==> src/rtl/udp2eth_pkg.sv <==
// Shared definitions for the UDP receive path: header geometry, fixed field
// values and the framer/deframer state encoding.
package udp2eth_pkg;

  localparam int HWIDTHB = 42;                 // Eth(14) + IPv4(20) + UDP(8)
  localparam int SWIDTHB = 64;
  localparam int RWIDTHB = SWIDTHB - HWIDTHB;  // payload bytes sharing beat 0

  localparam int OFF_ETH_TYPE  = 12;
  localparam int OFF_VER_IHL   = 14;
  localparam int OFF_IP_PROTO  = 23;
  localparam int OFF_UDP_DPORT = 36;
  localparam int OFF_UDP_LEN   = 38;

  localparam logic [15:0] ETH_TYPE_IPV4 = 16'h0800;
  localparam logic [7:0]  IP_VER_IHL    = 8'h45;
  localparam logic [7:0]  IP_PROTO_UDP  = 8'h11;
  localparam logic [15:0] UDP_HDR_LEN   = 16'd8;

  typedef enum logic [1:0] {
    ST_IDLE  = 2'd0,
    ST_BODY  = 2'd1,
    ST_FLUSH = 2'd2,
    ST_DROP  = 2'd3
  } udp_state_t;

  // Network-order 16-bit field starting at byte 'off' of the header.
  function automatic logic [15:0] be16(input logic [HWIDTHB*8-1:0] hdr, input int off);
    return {hdr[8*off +: 8], hdr[8*(off+1) +: 8]};
  endfunction

endpackage

==> src/rtl/udp_hdr_check.sv <==
// Combinational Eth/IPv4/UDP header filter: extracts the fixed fields from the
// first 42 bytes of a frame and decides whether the frame is ours.
module udp_hdr_check
  import udp2eth_pkg::*;
#(
  parameter int unsigned DST_PORT = 32000,
  parameter int          CHECK_IP = 1
) (
  input  logic [HWIDTHB*8-1:0] hdr,
  input  logic                 hdr_keep,
  output logic                 accept,
  output logic [15:0]          udp_len
);

  logic [15:0] eth_type;
  logic [15:0] dst_port;
  logic [7:0]  ver_ihl;
  logic [7:0]  ip_proto;
  logic        eth_ok;
  logic        ip_ok;
  logic        port_ok;
  logic        len_ok;
  logic        unused_hdr;

  assign eth_type = be16(hdr, OFF_ETH_TYPE);
  assign dst_port = be16(hdr, OFF_UDP_DPORT);
  assign udp_len  = be16(hdr, OFF_UDP_LEN);
  assign ver_ihl  = hdr[8*OFF_VER_IHL +: 8];
  assign ip_proto = hdr[8*OFF_IP_PROTO +: 8];

  assign eth_ok  = (eth_type == ETH_TYPE_IPV4);
  assign ip_ok   = (CHECK_IP == 0) || ((ver_ihl == IP_VER_IHL) && (ip_proto == IP_PROTO_UDP));
  assign port_ok = (DST_PORT == 0) || (dst_port == 16'(DST_PORT));
  assign len_ok  = (udp_len >= UDP_HDR_LEN);

  // hdr_keep is the enable of the last header byte: a short frame never matches.
  assign accept = eth_ok & ip_ok & port_ok & len_ok & hdr_keep;

  // MAC addresses, checksums and the remaining IP fields are not inspected.
  assign unused_hdr = ^hdr;

endmodule

==> src/rtl/udp2eth.sv <==
// UDP receive deframer: filters Eth/IPv4/UDP frames, strips the 42-byte header,
// re-aligns the payload to byte 0 and reports the payload length separately.
module udp2eth
  import udp2eth_pkg::*;
#(
  parameter int          SWIDTH   = 512,  // fixed: 64-byte beats
  parameter int unsigned DST_PORT = 32000,
  parameter int          CHECK_IP = 1
) (
  input  logic                clk,
  input  logic                resetn,
  input  logic [SWIDTH-1:0]   AXIS_RX_TDATA,
  input  logic [SWIDTH/8-1:0] AXIS_RX_TKEEP,
  input  logic                AXIS_RX_TVALID,
  input  logic                AXIS_RX_TLAST,
  output logic                AXIS_RX_TREADY,
  output logic [SWIDTH-1:0]   AXIS_TX_TDATA,
  output logic [SWIDTH/8-1:0] AXIS_TX_TKEEP,
  output logic                AXIS_TX_TVALID,
  output logic                AXIS_TX_TLAST,
  input  logic                AXIS_TX_TREADY,
  output logic [15:0]         AXIS_LEN_TDATA,
  output logic                AXIS_LEN_TVALID,
  input  logic                AXIS_LEN_TREADY,
  output logic [31:0]         DROP_COUNT,
  output logic [31:0]         PKT_COUNT,
  output logic [1:0]          dbg_state
);

  // All three streams: a beat transfers on the rising edge where VALID and
  // READY are both high; VALID never depends on READY and holds until taken.

  localparam int HB = HWIDTHB * 8;
  localparam int RB = SWIDTH - HB;
  localparam int KB = SWIDTH / 8;

  udp_state_t      state_q;
  udp_state_t      state_d;
  logic [RB-1:0]   hold_q;
  logic [RWIDTHB-1:0] hold_keep_q;
  logic            len_valid_q;
  logic [15:0]     len_q;
  logic [31:0]     pkt_q;
  logic [31:0]     drop_q;
  logic            run_q;

  logic            rx_ready;
  logic            rx_hs;
  logic            tx_valid;
  logic            tx_last;
  logic [SWIDTH-1:0] tx_data;
  logic [KB-1:0]   tx_keep;
  logic            hdr_accept;
  logic [15:0]     udp_len;

  udp_hdr_check #(
    .DST_PORT (DST_PORT),
    .CHECK_IP (CHECK_IP)
  ) u_hdr_check (
    .hdr      (AXIS_RX_TDATA[HB-1:0]),
    .hdr_keep (AXIS_RX_TKEEP[HWIDTHB-1]),
    .accept   (hdr_accept),
    .udp_len  (udp_len)
  );

  assign rx_hs = AXIS_RX_TVALID & rx_ready;

  always_comb begin
    state_d  = state_q;
    rx_ready = 1'b0;
    tx_valid = 1'b0;
    tx_last  = 1'b0;
    tx_data  = '0;
    tx_keep  = '0;
    case (state_q)
      ST_IDLE: begin
        // run_q keeps the input closed until the first edge after reset.
        rx_ready = run_q & ~len_valid_q;
        if (AXIS_RX_TVALID && rx_ready) begin
          if (hdr_accept) state_d = AXIS_RX_TLAST ? ST_FLUSH : ST_BODY;
          else            state_d = AXIS_RX_TLAST ? ST_IDLE  : ST_DROP;
        end
      end
      ST_BODY: begin
        tx_data  = {AXIS_RX_TDATA[HB-1:0], hold_q};
        tx_keep  = {AXIS_RX_TKEEP[HWIDTHB-1:0], hold_keep_q};
        tx_valid = AXIS_RX_TVALID;
        rx_ready = AXIS_TX_TREADY;
        // A last beat with bytes past offset 41 leaves a tail for FLUSH.
        tx_last  = AXIS_RX_TLAST & ~AXIS_RX_TKEEP[HWIDTHB];
        if (AXIS_RX_TVALID && rx_ready && AXIS_RX_TLAST)
          state_d = AXIS_RX_TKEEP[HWIDTHB] ? ST_FLUSH : ST_IDLE;
      end
      ST_FLUSH: begin
        tx_data  = {{HB{1'b0}}, hold_q};
        tx_keep  = {{HWIDTHB{1'b0}}, hold_keep_q};
        tx_valid = 1'b1;
        tx_last  = 1'b1;
        if (AXIS_TX_TREADY) state_d = ST_IDLE;
      end
      ST_DROP: begin
        rx_ready = 1'b1;
        if (AXIS_RX_TVALID && AXIS_RX_TLAST) state_d = ST_IDLE;
      end
      default: state_d = ST_IDLE;
    endcase
  end

  always_ff @(posedge clk or negedge resetn) begin
    if (!resetn) begin
      state_q <= ST_IDLE;
      run_q   <= 1'b0;
    end else begin
      state_q <= state_d;
      run_q   <= 1'b1;
    end
  end

  always_ff @(posedge clk or negedge resetn) begin
    if (!resetn) begin
      hold_q      <= '0;
      hold_keep_q <= '0;
      len_valid_q <= 1'b0;
      len_q       <= '0;
      pkt_q       <= '0;
      drop_q      <= '0;
    end else begin
      if (rx_hs && (state_q == ST_IDLE || state_q == ST_BODY)) begin
        hold_q      <= AXIS_RX_TDATA[SWIDTH-1:HB];
        hold_keep_q <= AXIS_RX_TKEEP[KB-1:HWIDTHB];
      end
      if (len_valid_q && AXIS_LEN_TREADY)
        len_valid_q <= 1'b0;
      // A header is only taken while no length is pending, so set and
      // clear of len_valid_q never coincide.
      if (rx_hs && state_q == ST_IDLE) begin
        if (hdr_accept) begin
          len_valid_q <= 1'b1;
          len_q       <= udp_len - UDP_HDR_LEN;
          pkt_q       <= pkt_q + 32'd1;
        end else begin
          drop_q      <= drop_q + 32'd1;
        end
      end
    end
  end

  assign AXIS_RX_TREADY  = rx_ready;
  assign AXIS_TX_TDATA   = tx_data;
  assign AXIS_TX_TKEEP   = tx_keep;
  assign AXIS_TX_TVALID  = tx_valid;
  assign AXIS_TX_TLAST   = tx_last;
  assign AXIS_LEN_TDATA  = len_q;
  assign AXIS_LEN_TVALID = len_valid_q;
  assign DROP_COUNT      = drop_q;
  assign PKT_COUNT       = pkt_q;
  assign dbg_state       = state_q;

endmodule

==> config.mk <==
export PLATFORM = sky130hd
export DESIGN_NAME = udp2eth
export DESIGN_NICKNAME = d
export VERILOG_FILES = /design/src/rtl/udp2eth_pkg.sv /design/src/rtl/udp_hdr_check.sv /design/src/rtl/udp2eth.sv
export SDC_FILE = /design/constraint.sdc
export NUM_CORES = 1
export LEC_CHECK = 0
export ABC_AREA = 1
export ABC_CLOCK_PERIOD_IN_PS = 5400
export CORE_AREA = 2 2 478 480
export DETAILED_ROUTE_END_ITERATION = 10
export DIE_AREA = 0 0 480 482
export GPL_ROUTABILITY_DRIVEN = 0
export HOLD_SLACK_MARGIN = 0.06
export PLACE_DENSITY = 0.35
export SLEW_MARGIN = 30
export SYNTH_ARGS = -nofsm -noshare
export SYNTH_HDL_FRONTEND = slang
export SYNTH_HIERARCHICAL = 1
export SYNTH_SLANG_ARGS = --single-unit
export TNS_END_PERCENT = 20
==> constraint.sdc <==
create_clock -name clk -period 5.4 [get_ports clk]
set_input_delay 1.62 -clock clk [delete_from_list [all_inputs] [get_ports clk]]
set_output_delay 1.62 -clock clk [all_outputs]
set_load 0.01 [all_outputs]
## Yosys cells after proc, flatten, opt, wreduce, memory -nomap -nowiden

Cells that the tools add are included.

- Input port bits: 582
- Bits in registers: 282
- Output and inout bits: 662
- Word-level logic and storage cells: 63

- Add/subtract/negate cells: 3
- Reductions and logical operators: 13
- Bitwise logic cells: 10
- Muxes and demuxes: 17
- Equality and inequality tests: 11
- Order comparisons: 1

Operator list:

| kind | number |
|---|---|
| $pmux W512 S2 | 1 |
| $pmux W64 S2 | 1 |
| $add A32 B1 Y32 const B | 2 |
| $eq A16 B12 Y1 const B | 1 |
| $eq A16 B15 Y1 const B | 1 |
| $ge A16 B4 Y1 const B | 1 |
| $mux W2 | 8 |
| $sub A16 B4 Y16 const B | 1 |
| $eq A8 B5 Y1 const B | 1 |
| $eq A8 B7 Y1 const B | 1 |
| $logic_and A1 B1 Y1 | 8 |
| $ne A2 B2 Y1 const B | 4 |
| $pmux W2 S4 | 1 |
| $and A1 B1 Y1 | 7 |
| $eq A2 B2 Y1 const B | 2 |
| $pmux W1 S2 | 2 |
| $reduce_and A2 Y1 | 2 |
| $reduce_and A4 Y1 | 1 |
| $mux W1 | 3 |
| $not A1 Y1 | 3 |
| $pmux W1 S3 | 1 |
| $eq A2 B1 Y1 const B | 1 |
| $logic_not A2 Y1 | 1 |
| $logic_or A1 B1 Y1 | 1 |

## Logic depth before layout (Yosys ltp)

- Depth in word-level cells: 9
- Mapped depth: 13

## By module

Netlist, hierarchy kept.

Modules (own cells, without submodules):

| module | cells an instance | times used | area an instance (µm²) |
|---|---|---|---|
| udp2eth | 2723 | 1 | 16933.7 |
| udp_hdr_check | 85 | 1 | 405.4 |

## Worst setup path after synthesis

OpenSTA, ideal clock, no wires.

- Path type: input -> output
- From: input AXIS_TX_TREADY
- To: output AXIS_RX_TREADY
- Arrival time: 1.909 ns
- Stages on the path: 2
- Path buffers: 0
- Slack: 1.871 ns
- Cell sequence: a21oi_1 > a21oi_2

- Longest elaborated chain between the ends: 1

RTL lines:

| what | RTL line | text |
|---|---|---|
| start: declaration | udp2eth.sv:21 | `input logic AXIS_TX_TREADY,` |
| $pmux W1 S3 | udp2eth.sv:75 | `case (state_q)` |
| end: declaration | udp2eth.sv:16 | `output logic AXIS_RX_TREADY,` |

No other way between the ends.

## Worst setup path in the final report

- From: register state_q[1] (netlist: dbg_state[1])
- To: output AXIS_TX_TDATA[200]

- Longest elaborated chain between the ends: 2

RTL lines:

| what | RTL line | text |
|---|---|---|
| start: declaration | udp2eth.sv:37 | `udp_state_t state_q;` |
| start signal: assignment | udp2eth.sv:114 | `state_q <= state_d;` |
| $eq A2 B2 Y1 or $eq A2 B1 Y1 (tied branches) | udp2eth.sv:75 |  |
| $pmux W512 S2 * | udp2eth.sv:75 |  |
| end: declaration | udp2eth.sv:17 | `output logic [SWIDTH-1:0] AXIS_TX_TDATA,` |

Every way passes the cells marked *; elsewhere a longest branch is shown, timed or not.

==> flow_summary_export.csv <==
group,metric,value,unit
setup_path,endpoint_kind,"primary output",
synthesis,synth_area_leaders,"dfrtp_1 (41%), nand2_1 (18%), inv_1 (15%)",
routing,drt-met1-wl,72400,um
sta,slew_violations,0,
setup_path,reg2reg_depth,9,
sta,finalCriticalPeriod,5.14,ns
synthesis,synth_commonest_cells,"nand2_1 (833), inv_1 (672), nor2_1 (546), dfrtp_1 (282), a21oi_1 (200)",
synthesis,synth-async-reset-ratio,100,%
routing,remaining_drc_errors,0,
routing,dr_wl_met3,27500,um
sta,report.final.setup_viol,0,
clock_network,clock_sinks,282,
sta,finClkSkew,0.0206,ns
pwr,power.density,420,nW/um^2
synthesis,syn_inst,2808,
outcome,outcome,"completed",
synthesis,synth_top_area_share,40.7,%
clock_network,clk_path_buf_depth,3,
worst_hold_path,hp-class,"reg -> reg",
sta,slew_headroom,39.5,%
floorplanning,rows,175,
clock_network,cts_inserted_buffers,41,
synthesis,ys_ff_latch,282,
floorplanning,die_y,482,um
sta,hold_viol_final,0,
floorplanning,start_util,7.66,%
floorplanning,die_x,480,um
routing,wl_met2,111000,um
synthesis,synth_flop_cell,"dfrtp_1",
global_routing,grt_pass1_wl,267000,um
setup_path,crit_path_cell_trace,"inv_1 -> ha_4 -> buf_12 -> nand2_1 -> inv_1 -> clkdlybuf4s50_1",
worst_hold_path,holdCritStartpoint,"AXIS_LEN_TDATA[10]$_DFFE_PN0P_",
setup_path,cp.arrival,3.52,ns
synthesis,synth_edf_count,0,
placement,placed_cell_area,33200,um^2
synthesis,yosysMostFrequentCell,"nand2_1",
clock_network,path_clk_slew,0.06,ns
cells_and_area,syn_to_final_growth,100,%
routing,via_count,22777,
setup_path,critPathLaunchType,"flop",
global_routing,overflow,0,
routing,wire_per_inst,31.1,um
routing,top_layer,"met5",
sta,rsz0062_at_grt,"false",
synthesis,ys_seq_area_share,40.7,%
setup_path,crit_path_top_delay_cell,"clkdlybuf4s50_1",
placement,dp_hpwl,197000,um
floorplanning,ios,1244,
sta,tns,0,ns
setup_path,critPathRequiredTime,3.78,ns
setup_path,crit_path_start,"dbg_state[1]$_DFFE_PN0P_",
clock_network,cts_tree,"built",
global_routing,grt_start_max_net_pins,189,
placement,portBuffers,1243,
worst_hold_path,hold_path_depth,2,
setup_path,crit_fanout,139,
pwr,peakVddDrop,0.361,mV
routing,viasPerCell,3.23,
cells_and_area,stdcell_area,34700,um^2
clock_network,cts-root-buf,"clkbuf_16",
global_routing,grt_usage,18.2,%
synthesis,syn_nets,3399,
synthesis,yosys_warnings,6,
clock_network,cts_max_level,2,
sta,worst_pin_slew,0.907,ns
cells_and_area,utilization,15.3,%
pwr,p_leak,17.1,nW
synthesis,yosys.area.top_type,"dfrtp_1",
routing,wirelength,219000,um
cells_and_area,fin_nets,4576,
cells_and_area,fillCellCount,26138,
run,cap_viol_max_count,0,
setup_path,worstReg2RegStart,"dbg_state[1]$_DFFE_PN0P_",
floorplanning,dieArea,231000,um^2
cells_and_area,drive_gt1_share,3.54,%
synthesis,syn_area,17300,um^2
clock_network,clock_latency,0.63,ns
routing,initialDrtViolationCount,1233,
global_routing,antenna_found_initial,208,
setup_path,crit_top_cell,"inv_1",
setup_path,cp_slowest_stage_delay,0.68,ns
routing,drtAntennaViolNets,0,
sta,period_share,95.2,%
synthesis,synth.avg_cell_area,6.17,um^2
floorplanning,fp.coreArea,226000,um^2
sta,max_freq,0.195,GHz
synthesis,ys_types,23,
setup_path,crit_type,"reg -> out",
global_routing,grt_pass1_vias,22346,
routing,dr.pass1.iters,6,
clock_network,cts_hold_buf,0,
## cell families after synthesis
kind of cell | synth area share, %
simple gates | 31.8
compound gates | 6.57
buf+inv | 18.5
fa+ha+maj | 0.649
other cells | 0.0216
flops | 40.7
xor+xnor | 1.72
## stage by stage
stage | hold WS [ns] | total power [mW] | worst slack [ns] | std cells
5_1_grt | 0.484 | 15.7 | 0.0898 | 7044
2_1_floorplan | 0.459 | 6.09 | 1.87 | 2808
4_1_cts | 0.473 | 15.0 | 0.0519 | 7021
3_5_place_dp | 0.460 | 11.9 | 0.264 | 6949
3_3_place_gp | 0.457 | 11.9 | 0.233 | 6948
6_report | 0.475 | 14.6 | 0.262 | 7050
## state kept, by name, indices dropped and copies added, names as in the netlist
register / count
AXIS_LEN_TDATA: 16
run_q: 1
hold_keep_q: 22
PKT_COUNT: 32
DROP_COUNT: 32
AXIS_LEN_TVALID: 1
hold_q: 176
dbg_state: 2
## worst max-delay path: cells and delay by family, from the launching register on
kind | cells | cell delay, ns
flops | 1 | 0.42
buf+inv | 4 | 1.40
simple gates | 1 | 0.40
fa+ha+maj | 1 | 0.43
## layout make-up
class                      count  area (um^2)  area share [%]
inverter                     672         2520            7.27
timing repair buffer        1275        12800            36.8
clock inverter                13          181           0.523
tap                         3009         3760            10.9
clock buffer                  58         1200            3.46
antenna                       28         70.1           0.202
sequential                   282         7060            20.3
multi-input combinational   1713         7110            20.5
## routing by layer
metal  GRT usage [%]  vias to the layer above
met2            33.0                     1150
met5               0                        -
met4            5.86                       70
met1            17.4                    10712
li1                -                    10372
met3            10.1                      473
## worst paths after layout
path / end / slack (ns)
max: AXIS_TX_TDATA[200] / 0.26
min: AXIS_LEN_TDATA[10]$_DFFE_PN0P_ / 0.48
max reg2reg: hold_q[157]$_DFFE_PN0P_ / 2.73
min reg2reg: AXIS_LEN_TDATA[10]$_DFFE_PN0P_ / 0.48
max in group asynchronous: hold_q[55]$_DFFE_PN0P_ / 3.22
min in group asynchronous: DROP_COUNT[31]$_DFFE_PN0P_ / 1.06
## power by group
part           switching, mW  internal, mW
Sequential             0.222          2.81
Clock                   1.20          1.69
Combinational           5.35          3.30
Total                   6.77          7.81
## layout by cell type, fill, tap and decap left out, types with 4 or more instances in the layout
| cell | n |
|---|---|
| a21oi_1 | 200 |
| clkdlybuf4s50_1 | 1205 |
| dfrtp_1 | 282 |
| xnor2_1 | 5 |
| clkinv_2 | 4 |
| xor2_1 | 29 |
| inv_1 | 672 |
| o21ai_0 | 24 |
| clkbuf_1 | 7 |
| nand3b_1 | 4 |
| nand3_1 | 49 |
| ha_1 | 8 |
| nand2_1 | 833 |
| clkbuf_16 | 42 |
| buf_12 | 9 |
| clkbuf_8 | 9 |
| buf_4 | 56 |
| diode_2 | 28 |
| nor2_1 | 544 |
## what timing repair did
action,4_1_cts,5_1_grt
setup endpoints to repair,2,4
setup buffers,0,1
gates resized for setup,1,0
endpoints found under the hold margin,0,0
gates cloned,1,0
Power figures use the tool's default switching activity.
